**src/rtl/i2c_reg_target_if.sv**
```systemverilog
// I2C pad-side bus bundle for i2c_reg_target.
//   scl_in  raw SCL pad level (into the target)
//   sda_in  raw SDA pad level (into the target)
//   sda_oe  1 = target pulls SDA low, 0 = released
// master modport: the external controller / pad model.
// slave modport:  the register target.
interface i2c_reg_target_if;
    logic scl_in;
    logic sda_in;
    logic sda_oe;

    modport master (output scl_in, output sda_in, input sda_oe);
    modport slave  (input scl_in, input sda_in, output sda_oe);
endinterface

```
**src/rtl/i2c_reg_target.sv**
```systemverilog
// I2C target exposing NUM_REGS 8-bit read/write registers.
// Register pointer auto-increments with wrap. Supports repeated START.
// Out-of-range pointer bytes are NACKed. Each register write emits a one-cycle strobe.
//
// Ports
//   clock        system clock (>= 16x SCL)
//   reset        synchronous, active-high
//   bus          scl_in / sda_in pad levels in, sda_oe open-drain pull-down out
//   regs_packed  register k at bits [8k+7:8k]
//   wr_strobe    one-cycle pulse per register write
//   wr_idx       index written, valid with wr_strobe
//   busy         high from an address-matched START until STOP
//
// state      | meaning
// -----------+-----------------------------------------------------
// IDLE       | bus ignored until START
// ADDR       | shifting device address + R/W bit
// ADDR_ACK   | driving ACK for matched address
// PTR        | shifting register pointer byte
// PTR_ACK    | driving ACK for in-range pointer
// WDATA      | shifting write data byte
// WDATA_ACK  | driving ACK for written byte
// RDATA      | driving read byte MSB first
// RDATA_ACK  | SDA released, sampling controller ACK/NACK
module i2c_reg_target #(
    parameter logic [6:0] DEV_ADDR   = 7'h42,
    parameter int         NUM_REGS   = 9,
    parameter int         FILTER_LEN = 3
) (
    input  logic                  clock,
    input  logic                  reset,
    i2c_reg_target_if.slave       bus,
    output logic [8*NUM_REGS-1:0] regs_packed,
    output logic                  wr_strobe,
    output logic [6:0]            wr_idx,
    output logic                  busy
);

    localparam int              PTR_W       = (NUM_REGS > 1) ? $clog2(NUM_REGS) : 1;
    localparam logic [PTR_W-1:0] LAST_IDX   = PTR_W'(NUM_REGS - 1);
    localparam logic [8:0]      NUM_REGS_9  = 9'(NUM_REGS);
    localparam logic [2:0]      FILT_RELOAD = 3'(FILTER_LEN);

    typedef enum logic [3:0] {
        IDLE,
        ADDR,
        ADDR_ACK,
        PTR,
        PTR_ACK,
        WDATA,
        WDATA_ACK,
        RDATA,
        RDATA_ACK
    } state_t;

    // ---------------------------------------------------------------
    // Input path: index 0 = SCL, index 1 = SDA
    // ---------------------------------------------------------------
    logic [1:0] raw;
    logic [1:0] sync1;
    logic [1:0] sync2;
    logic [1:0] filt;
    logic [1:0] filt_d;
    logic [2:0] fcnt [2];

    assign raw = {bus.sda_in, bus.scl_in};

    // Each filter count is a down-counter: it reloads whenever the synchronised
    // sample matches the filtered level. The level flips when the count reaches
    // terminal count on a still-differing sample.
    always_ff @(posedge clock) begin
        if (reset) begin
            sync1   <= 2'b11;
            sync2   <= 2'b11;
            filt    <= 2'b11;
            filt_d  <= 2'b11;
            fcnt[0] <= FILT_RELOAD;
            fcnt[1] <= FILT_RELOAD;
        end else begin
            sync1  <= raw;
            sync2  <= sync1;
            filt_d <= filt;
            for (int i = 0; i < 2; i++) begin
                if (sync2[i] == filt[i]) begin
                    fcnt[i] <= FILT_RELOAD;
                end else if (fcnt[i] == 3'd1) begin
                    filt[i] <= sync2[i];
                    fcnt[i] <= FILT_RELOAD;
                end else begin
                    fcnt[i] <= fcnt[i] - 3'd1;
                end
            end
        end
    end

    logic scl_f;
    logic sda_f;
    logic scl_rise;
    logic scl_fall;
    logic start_det;
    logic stop_det;

    assign scl_f     = filt[0];
    assign sda_f     = filt[1];
    assign scl_rise  = scl_f & ~filt_d[0];
    assign scl_fall  = ~scl_f & filt_d[0];
    // SCL must be high in both cycles so an SDA change near an SCL edge is not misread.
    assign start_det = scl_f & filt_d[0] & filt_d[1] & ~sda_f;
    assign stop_det  = scl_f & filt_d[0] & ~filt_d[1] & sda_f;

    // ---------------------------------------------------------------
    // FSM and datapath registers
    // ---------------------------------------------------------------
    state_t           state, state_n;
    logic [3:0]       bit_cnt, bit_cnt_n;
    logic [7:0]       shreg, shreg_n;
    logic [PTR_W-1:0] ptr, ptr_n;
    logic             sda_oe_q, sda_oe_n;
    logic             busy_q, busy_n;
    logic             mack_q, mack_n;
    logic             wr_strobe_q, wr_strobe_n;
    logic [6:0]       wr_idx_q, wr_idx_n;
    logic             reg_we;
    logic [7:0]       wr_data;
    logic [7:0]       rd_byte;
    logic [PTR_W-1:0] next_ptr;
    logic [7:0]       regs_q [NUM_REGS];

    assign wr_data  = {shreg[6:0], sda_f};
    assign rd_byte  = regs_q[ptr];
    assign next_ptr = (ptr == LAST_IDX) ? '0 : ptr + PTR_W'(1);

    always_ff @(posedge clock) begin
        if (reset) begin
            state       <= IDLE;
            bit_cnt     <= '0;
            shreg       <= '0;
            ptr         <= '0;
            sda_oe_q    <= 1'b0;
            busy_q      <= 1'b0;
            mack_q      <= 1'b1;
            wr_strobe_q <= 1'b0;
            wr_idx_q    <= '0;
        end else begin
            state       <= state_n;
            bit_cnt     <= bit_cnt_n;
            shreg       <= shreg_n;
            ptr         <= ptr_n;
            sda_oe_q    <= sda_oe_n;
            busy_q      <= busy_n;
            mack_q      <= mack_n;
            wr_strobe_q <= wr_strobe_n;
            wr_idx_q    <= wr_idx_n;
        end
    end

    always_comb begin
        state_n     = state;
        bit_cnt_n   = bit_cnt;
        shreg_n     = shreg;
        ptr_n       = ptr;
        sda_oe_n    = sda_oe_q;
        busy_n      = busy_q;
        mack_n      = mack_q;
        wr_strobe_n = 1'b0;
        wr_idx_n    = wr_idx_q;
        reg_we      = 1'b0;

        case (state)
            IDLE: begin
                sda_oe_n = 1'b0;
            end
            ADDR: begin
                if (scl_rise) begin
                    shreg_n   = wr_data;
                    bit_cnt_n = bit_cnt + 4'd1;
                end else if (scl_fall && bit_cnt == 4'd8) begin
                    if (shreg[7:1] == DEV_ADDR) begin
                        state_n  = ADDR_ACK;
                        sda_oe_n = 1'b1;
                        busy_n   = 1'b1;
                    end else begin
                        state_n = IDLE;
                    end
                end
            end
            ADDR_ACK: begin
                // shreg[0] still holds the R/W bit here.
                if (scl_fall) begin
                    bit_cnt_n = '0;
                    if (shreg[0]) begin
                        state_n  = RDATA;
                        shreg_n  = rd_byte;
                        sda_oe_n = ~rd_byte[7];
                    end else begin
                        state_n  = PTR;
                        sda_oe_n = 1'b0;
                    end
                end
            end
            PTR: begin
                if (scl_rise) begin
                    shreg_n   = wr_data;
                    bit_cnt_n = bit_cnt + 4'd1;
                end else if (scl_fall && bit_cnt == 4'd8) begin
                    if ({1'b0, shreg} < NUM_REGS_9) begin
                        ptr_n    = shreg[PTR_W-1:0];
                        state_n  = PTR_ACK;
                        sda_oe_n = 1'b1;
                    end else begin
                        state_n = IDLE;
                    end
                end
            end
            PTR_ACK, WDATA_ACK: begin
                if (scl_fall) begin
                    state_n   = WDATA;
                    bit_cnt_n = '0;
                    sda_oe_n  = 1'b0;
                end
            end
            WDATA: begin
                if (scl_rise) begin
                    shreg_n   = wr_data;
                    bit_cnt_n = bit_cnt + 4'd1;
                    if (bit_cnt == 4'd7) begin
                        reg_we      = 1'b1;
                        wr_strobe_n = 1'b1;
                        wr_idx_n    = 7'(ptr);
                        ptr_n       = next_ptr;
                    end
                end else if (scl_fall && bit_cnt == 4'd8) begin
                    state_n  = WDATA_ACK;
                    sda_oe_n = 1'b1;
                end
            end
            RDATA: begin
                if (scl_rise) begin
                    bit_cnt_n = bit_cnt + 4'd1;
                end else if (scl_fall) begin
                    if (bit_cnt == 4'd8) begin
                        state_n  = RDATA_ACK;
                        sda_oe_n = 1'b0;
                        ptr_n    = next_ptr;
                    end else if (bit_cnt != 4'd0) begin
                        shreg_n  = {shreg[6:0], 1'b0};
                        sda_oe_n = ~shreg[6];
                    end
                end
            end
            RDATA_ACK: begin
                if (scl_rise) begin
                    mack_n = sda_f;
                end else if (scl_fall) begin
                    bit_cnt_n = '0;
                    if (!mack_q) begin
                        state_n  = RDATA;
                        shreg_n  = rd_byte;
                        sda_oe_n = ~rd_byte[7];
                    end else begin
                        state_n  = IDLE;
                        sda_oe_n = 1'b0;
                    end
                end
            end
            default: begin
                state_n  = IDLE;
                sda_oe_n = 1'b0;
            end
        endcase

        // Bus conditions override the state walk. A register commit raised above
        // in the same cycle still lands, because reg_we is not cleared here.
        if (stop_det) begin
            state_n   = IDLE;
            bit_cnt_n = '0;
            sda_oe_n  = 1'b0;
            busy_n    = 1'b0;
        end else if (start_det) begin
            state_n   = ADDR;
            bit_cnt_n = '0;
            sda_oe_n  = 1'b0;
        end
    end

    // ---------------------------------------------------------------
    // Register file with per-entry address decode
    // ---------------------------------------------------------------
    always_ff @(posedge clock) begin
        for (int k = 0; k < NUM_REGS; k++) begin
            if (reset) begin
                regs_q[k] <= '0;
            end else if (reg_we && (ptr == PTR_W'(k))) begin
                regs_q[k] <= wr_data;
            end
        end
    end

    for (genvar g = 0; g < NUM_REGS; g++) begin : g_pack
        assign regs_packed[8*g +: 8] = regs_q[g];
    end

    assign bus.sda_oe = sda_oe_q;
    assign wr_strobe  = wr_strobe_q;
    assign wr_idx     = wr_idx_q;
    assign busy       = busy_q;

endmodule
```
**src/flat_wrapper.sv**
```systemverilog
// flat-port wrapper written by rule: the top's interface ports become plain ports
module i2c_reg_target_flat 
#(
    parameter logic [6:0] DEV_ADDR   = 7'h42,
    parameter int         NUM_REGS   = 9,
    parameter int         FILTER_LEN = 3
)
  (clock, reset, regs_packed, wr_strobe, wr_idx, busy, bus_scl_in, bus_sda_in, bus_sda_oe);
  i2c_reg_target_if bus_i ();
  input  logic clock;
  input  logic reset;
  output logic [8*NUM_REGS-1:0] regs_packed;
  output logic wr_strobe;
  output logic [6:0] wr_idx;
  output logic busy;
  input wire logic [$bits(bus_i.scl_in)-1:0] bus_scl_in;
  input wire logic [$bits(bus_i.sda_in)-1:0] bus_sda_in;
  output wire logic [$bits(bus_i.sda_oe)-1:0] bus_sda_oe;
  assign bus_i.scl_in = bus_scl_in;
  assign bus_i.sda_in = bus_sda_in;
  assign bus_sda_oe = bus_i.sda_oe;
  i2c_reg_target #(.DEV_ADDR(DEV_ADDR), .NUM_REGS(NUM_REGS), .FILTER_LEN(FILTER_LEN)) u_core (.clock(clock), .reset(reset), .bus(bus_i), .regs_packed(regs_packed), .wr_strobe(wr_strobe), .wr_idx(wr_idx), .busy(busy));
endmodule
```
**config.mk**
```make
export PLATFORM = sky130hd
export DESIGN_NAME = i2c_reg_target_flat
export DESIGN_NICKNAME = d
export VERILOG_FILES = /design/src/rtl/i2c_reg_target_if.sv /design/src/rtl/i2c_reg_target.sv /design/src/flat_wrapper.sv
export SDC_FILE = /design/constraint.sdc
export NUM_CORES = 1
export LEC_CHECK = 0
export BUFFER_PORTS_ARGS = -buffer_cell sky130_fd_sc_hd__buf_2
export CAP_MARGIN = 0
export CORE_ASPECT_RATIO = 2
export CORE_MARGIN = 1.5
export CORE_UTILIZATION = 40
export DETAILED_ROUTE_END_ITERATION = 6
export GPL_TIMING_DRIVEN = 1
export PLACE_DENSITY = 0.7
export SLEW_MARGIN = 40
export SYNTH_ARGS = -nofsm -noshare
export SYNTH_HDL_FRONTEND = slang
export SYNTH_SLANG_ARGS = --single-unit
export TNS_END_PERCENT = 20
```
**constraint.sdc**
```tcl
create_clock -name clock -period 3.8 [get_ports clock]
set_input_delay 0.19 -clock clock [delete_from_list [all_inputs] [get_ports clock]]
set_output_delay 0.19 -clock clock [all_outputs]
set_load 0.02 [all_outputs]
```
Word-level counts from Yosys, hierarchy flattened
Memories as Yosys holds them, arrays and structs flattened. A register that Yosys moved wholly into a read port is not among the register bits.
Cells that the tools add are included.
{"block": "word_totals", "inputBits": 4, "reg_bits": 36, "ram_bits": 78, "n_memories": 2}
{"memory": "u_core.regs_q", "depth": 9, "word_bits": 8, "read_ports": 10, "rd_clocked_by_memory_dff": 1, "wr": 9, "line": "i2c_reg_target.sv:127", "source": "logic [7:0] regs_q [NUM_REGS];"}
{"memory": "u_core.fcnt", "depth": 2, "word_bits": 3, "read_ports": 2, "rd_clocked_by_memory_dff": 0, "wr": 2, "line": "i2c_reg_target.sv:64", "source": "logic [2:0] fcnt [2];"}
{"block": "classes", "reduce_logical": 34, "muxes": 134, "bitwise_logic": 32, "magnitude_cmp": 1, "eq_ne": 61, "addsub": 4}
{"cell": "2-to-1 mux 8 bit", "n": 19}
{"cell": "2-to-1 mux 4 bit", "n": 27}
{"cell": "2-to-1 mux 1 bit", "n": 73}
{"cell": "equality test 4 x 3 -> 1 bit (second input constant)", "n": 9}
{"cell": "inequality test 2 x 1 -> 1 bit (second input constant)", "n": 17}
{"cell": "case mux 4 bit (8 select lines)", "n": 1}
{"cell": "case mux 8 bit (4 select lines)", "n": 1}
{"cell": "AND reduction 14 bit", "n": 2}
{"cell": "2-to-1 mux 3 bit", "n": 9}
{"cell": "inequality test 3 x 1 -> 1 bit (second input constant)", "n": 9}
{"cell": "case mux 4 bit (3 select lines)", "n": 2}
{"cell": "equality test 4 x 2 -> 1 bit (second input constant)", "n": 4}
{"cell": "inequality test 3 bit (second input constant)", "n": 5}
{"cell": "OR 1 bit", "n": 15}
{"cell": "AND reduction 15 bit", "n": 1}
{"cell": "inequality test 2 bit (second input constant)", "n": 7}
{"cell": "equality test 4 bit (second input constant)", "n": 3}
{"cell": "AND reduction 11 bit", "n": 1}
{"cell": "logical AND 1 bit", "n": 10}
{"cell": "inverter 1 bit", "n": 10}
{"cell": "AND reduction 10 bit", "n": 1}
{"cell": "AND reduction 9 bit", "n": 1}
{"cell": "OR reduction 3 bit", "n": 3}
{"cell": "adder 4 x 1 -> 4 bit (second input constant)", "n": 2}
{"cell": "17 further kinds", "n": 34}

Depth between registers and ports, before layout
{"block": "depth", "ltp_word": 9, "depth_mapped": 8, "mapped_depth_nobuf": 7}

Worst setup path after synthesis
OpenSTA, ideal clock, no wires.
{"block": "synth_path", "kind": "register to register", "from": "reg u_core.bit_cnt[0]", "to": "mem u_core.regs_q[8][0] (enable)", "path_buffers": 1, "path_slack_ps": 1759, "arrival_ps": 1712, "path_stages_with_launch": 8, "period_less_slack_ps": 2041, "t_required_ps": 3471, "setup_ps": 329, "path_cell_list": "dfxtp_1 -> ha_1 -> nand3b_1 -> or4_4 -> buf_6 -> nor3b_2 -> nand2_1 -> nand2_1"}
{"element": "start, declared", "line": "i2c_reg_target.sv:115", "source": "logic [3:0] bit_cnt, bit_cnt_n;"}
{"element": "start signal, assigned", "line": "i2c_reg_target.sv:146", "source": "bit_cnt <= bit_cnt_n;"}
{"element": "end, declared", "line": "i2c_reg_target.sv:127"}

==> results.json <==
{
  "gr-total-overflow": 0,
  "synth_flop_cell": "edfxtp_1",
  "io_buffers": 82,
  "clkSinkCount": 118,
  "synth_edf_count": 78,
  "setup_viol": 0,
  "firstDrtPassIters": 5,
  "path_cells": "nand3b_2 -> or4_4 -> nor3_4 -> nand2_1 -> nand2_1",
  "slew_headroom_pct": 46.2,
  "tightestPinTransition_ns": 0.806,
  "diodes": 0,
  "clk_pin_slew_ns": 0.06,
  "syn_inst": 535,
  "max_stage_delay_ns": 0.73,
  "vias": 4543,
  "vdd_drop_max_uv": 459,
  "layout_commonest_cell": "buf_2",
  "reg2reg_slack_ns": 1.19,
  "p_leak_nw": 2.76,
  "drcViolationCount": 0,
  "critPathMaxFanout": 20,
  "yosys.area.top_type": "edfxtp_1",
  "drt_wl_total_mm": 17.0,
  "crit_required_ns": 3.88,
  "ys_ff_latch": 118,
  "first_iter_violations": 389,
  "crit_top_cell": "nand2_1",
  "synth_area_leaders": "edfxtp_1 (39%), dfxtp_1 (13%), and2_1 (7.8%)",
  "syn_area_um2": 6030,
  "core_area_um2": 14800,
  "path_class": "reg -> reg",
  "wl_per_cell_um": 20.8,
  "cts-root-buf": "clkbuf_16",
  "start_util_pct": 40.7,
  "maxCapViolations": 0,
  "crit_path_end_kind": "register",
  "grt_pass1_vias": 4715,
  "numCtsBuffers": 17,
  "ant_nets": 0,
  "setup_slack_ns": 1.19,
  "final_cell_mix": "buf_2 (82), edfxtp_1 (78), and2_1 (75)",
  "ys_async_sr_fraction_pct": 0,
  "skew_ns": 0.00773,
  "antenna_found_initial": 0,
  "period_minus_slack_ns": 2.61,
  "arrival_ns": 2.68,
  "num_rows": 63,
  "cp_slowest_cell": "dfxtp_1",
  "cts_max_level": 4,
  "synthDominantCellAreaShare_pct": 38.8,
  "status": "finished, final reports clean",
  "tns_ns": 0,
  "grt_max_degree": 30,
  "report.final.slew_viol_count": 0,
  "grt_usage_pct": 21.9,
  "dpl.hpwl_mm": 12.4,
  "hp-class": "in -> reg",
  "die_w_um": 89.8,
  "yosysWarnings": 0,
  "layout-drive-gt1-share_pct": 26.8,
  "cts_resized": 0,
  "rsz0062_at_grt": "false",
  "ioPinCount": 86,
  "die_area_um2": 15900,
  "dp_worst_setup_slack_ns": 1.24,
  "yosysSeqAreaShare_pct": 52.1,
  "die_y_um": 177,
  "p_per_area_nw_per_um2": 487,
  "area_growth_pct": 20.7,
  "nets": 625,
  "cts_tree": "built",
  "grt_first_pass_wirelength_mm": 25.9,
  "critical_path.top_delay_family": "simple AND/OR/NAND/NOR gates",
  "synth.distinct_cells": 70,
  "cts_buffer_depth": 2,
  "clock.fmax_mhz": 384,
  "insertion_delay_ns": 0.42,
  "finalHoldViolCount": 0,
  "finalCritPeriodShare_pct": 68.6,
  "syn_area_per_cell_um2": 11.3,
  "cp.buffers_inverters": 0,
  "crit_path_start_kind": "register",
  "avgViaCountPerCell": 5.55,
  "power.total_mw": 3.55,
  "gp_congestion": 0.918
}
worst reg2reg max path, cell delays in order, from the launching register on:
cell and delay [ns]:
dfxtp_1 0.73, nand3b_2 0.27, or4_4 0.62, nor3_4 0.27
nand2_1 0.08, nand2_1 0.29
cell families after synthesis:
family | Yosys count | synth area share [%]
buf+inv | 63 | 4.73
compound gates | 88 | 10.2
flops | 118 | 52.1
other cells | 2 | 0.125
xor+xnor | 5 | 0.726
simple gates | 217 | 21.2
mux | 32 | 8.80
fa+ha+maj | 10 | 2.07
area by class of cell:
cell class / instances / area [um2]
clock buffer: 18 / 429
clock inverter: 14 / 278
fill: 1393 / 7540
inverter: 25 / 93.8
multi-input combinational: 361 / 2630
sequential: 118 / 3140
tap: 195 / 244
timing repair buffer: 88 / 460
layer usage:
layer	GRT usage, %	part of all wire [%]	vias up
met3	4.38	3.7	53
li1	-	-	2066
met2	41.8	56	189
met5	0	0	-
met1	20.0	34	2235
met4	16.6	6.3	0
where the power goes:
part / internal [mW] / switching [mW] / total, mW
clock network: 1.36 / 0.587 / 1.94
logic: 0.0490 / 0.111 / 0.160
registers: 1.41 / 0.0314 / 1.44
flip-flops by register name, summed over array words and instances, names as in the netlist, 4 cells and up, named ones only:
register and flops:
u_core.state 4, u_core.wr_idx 4, u_core.fcnt 6, u_core.regs_q 72, u_core.ptr 4, u_core.bit_cnt 4, u_core.shreg 8
what timing repair did:
action / CTS / global route
hold buffers: 2 / 0
hold endpoints to repair: 2 / 0
buffers inserted: 0 / 0
per-stage QoR:
stage	area (um2)	hold slack, ns	instances	util [%]
2_1_floorplan	6060	0.294	542	-
3_3_place_gp	6550	0.377	785	44.2
3_5_place_dp	6550	0.378	785	44.2
4_1_cts	7280	0.235	819	49.1
5_1_grt	7280	0.274	819	49.1
6_report	7280	0.255	819	49.1
synth_stat cells (all sizes together), types with 2 or more instances:
cell type / count
edfxtp: 78
and2: 76
nand2: 43
dfxtp: 40
a21oi: 34
nor2: 26
inv: 25
clkbuf: 21
buf: 17
mux4: 16
o21ai: 12
ha: 10
nor3: 10
a211oi: 9
nand2b: 9
a311oi: 8
and3: 8
mux2: 8
mux2i: 8
nand3: 8
or2: 8
or4: 6
nor2b: 5
o211ai: 4
nand3b: 3
nor4: 3
xnor2: 3
a2bb2oi: 2
and3b: 2
conb: 2
nand4: 2
nor3b: 2
nor4bb: 2
o21a: 2
o31a: 2
or3: 2
xor2: 2
path summary, 6_finish.rpt:
kind,depth (start not counted),end,start
worst max-delay path,5,u_core.regs_q[6][0],u_core.state[2]
worst min-delay path,2,u_core.wr_idx[1],reset
worst max register to register,5,u_core.regs_q[6][0],u_core.state[2]
worst min register to register,1,u_core.sync2[0],u_core.sync1[0]
Power figures use the tool's default switching activity.
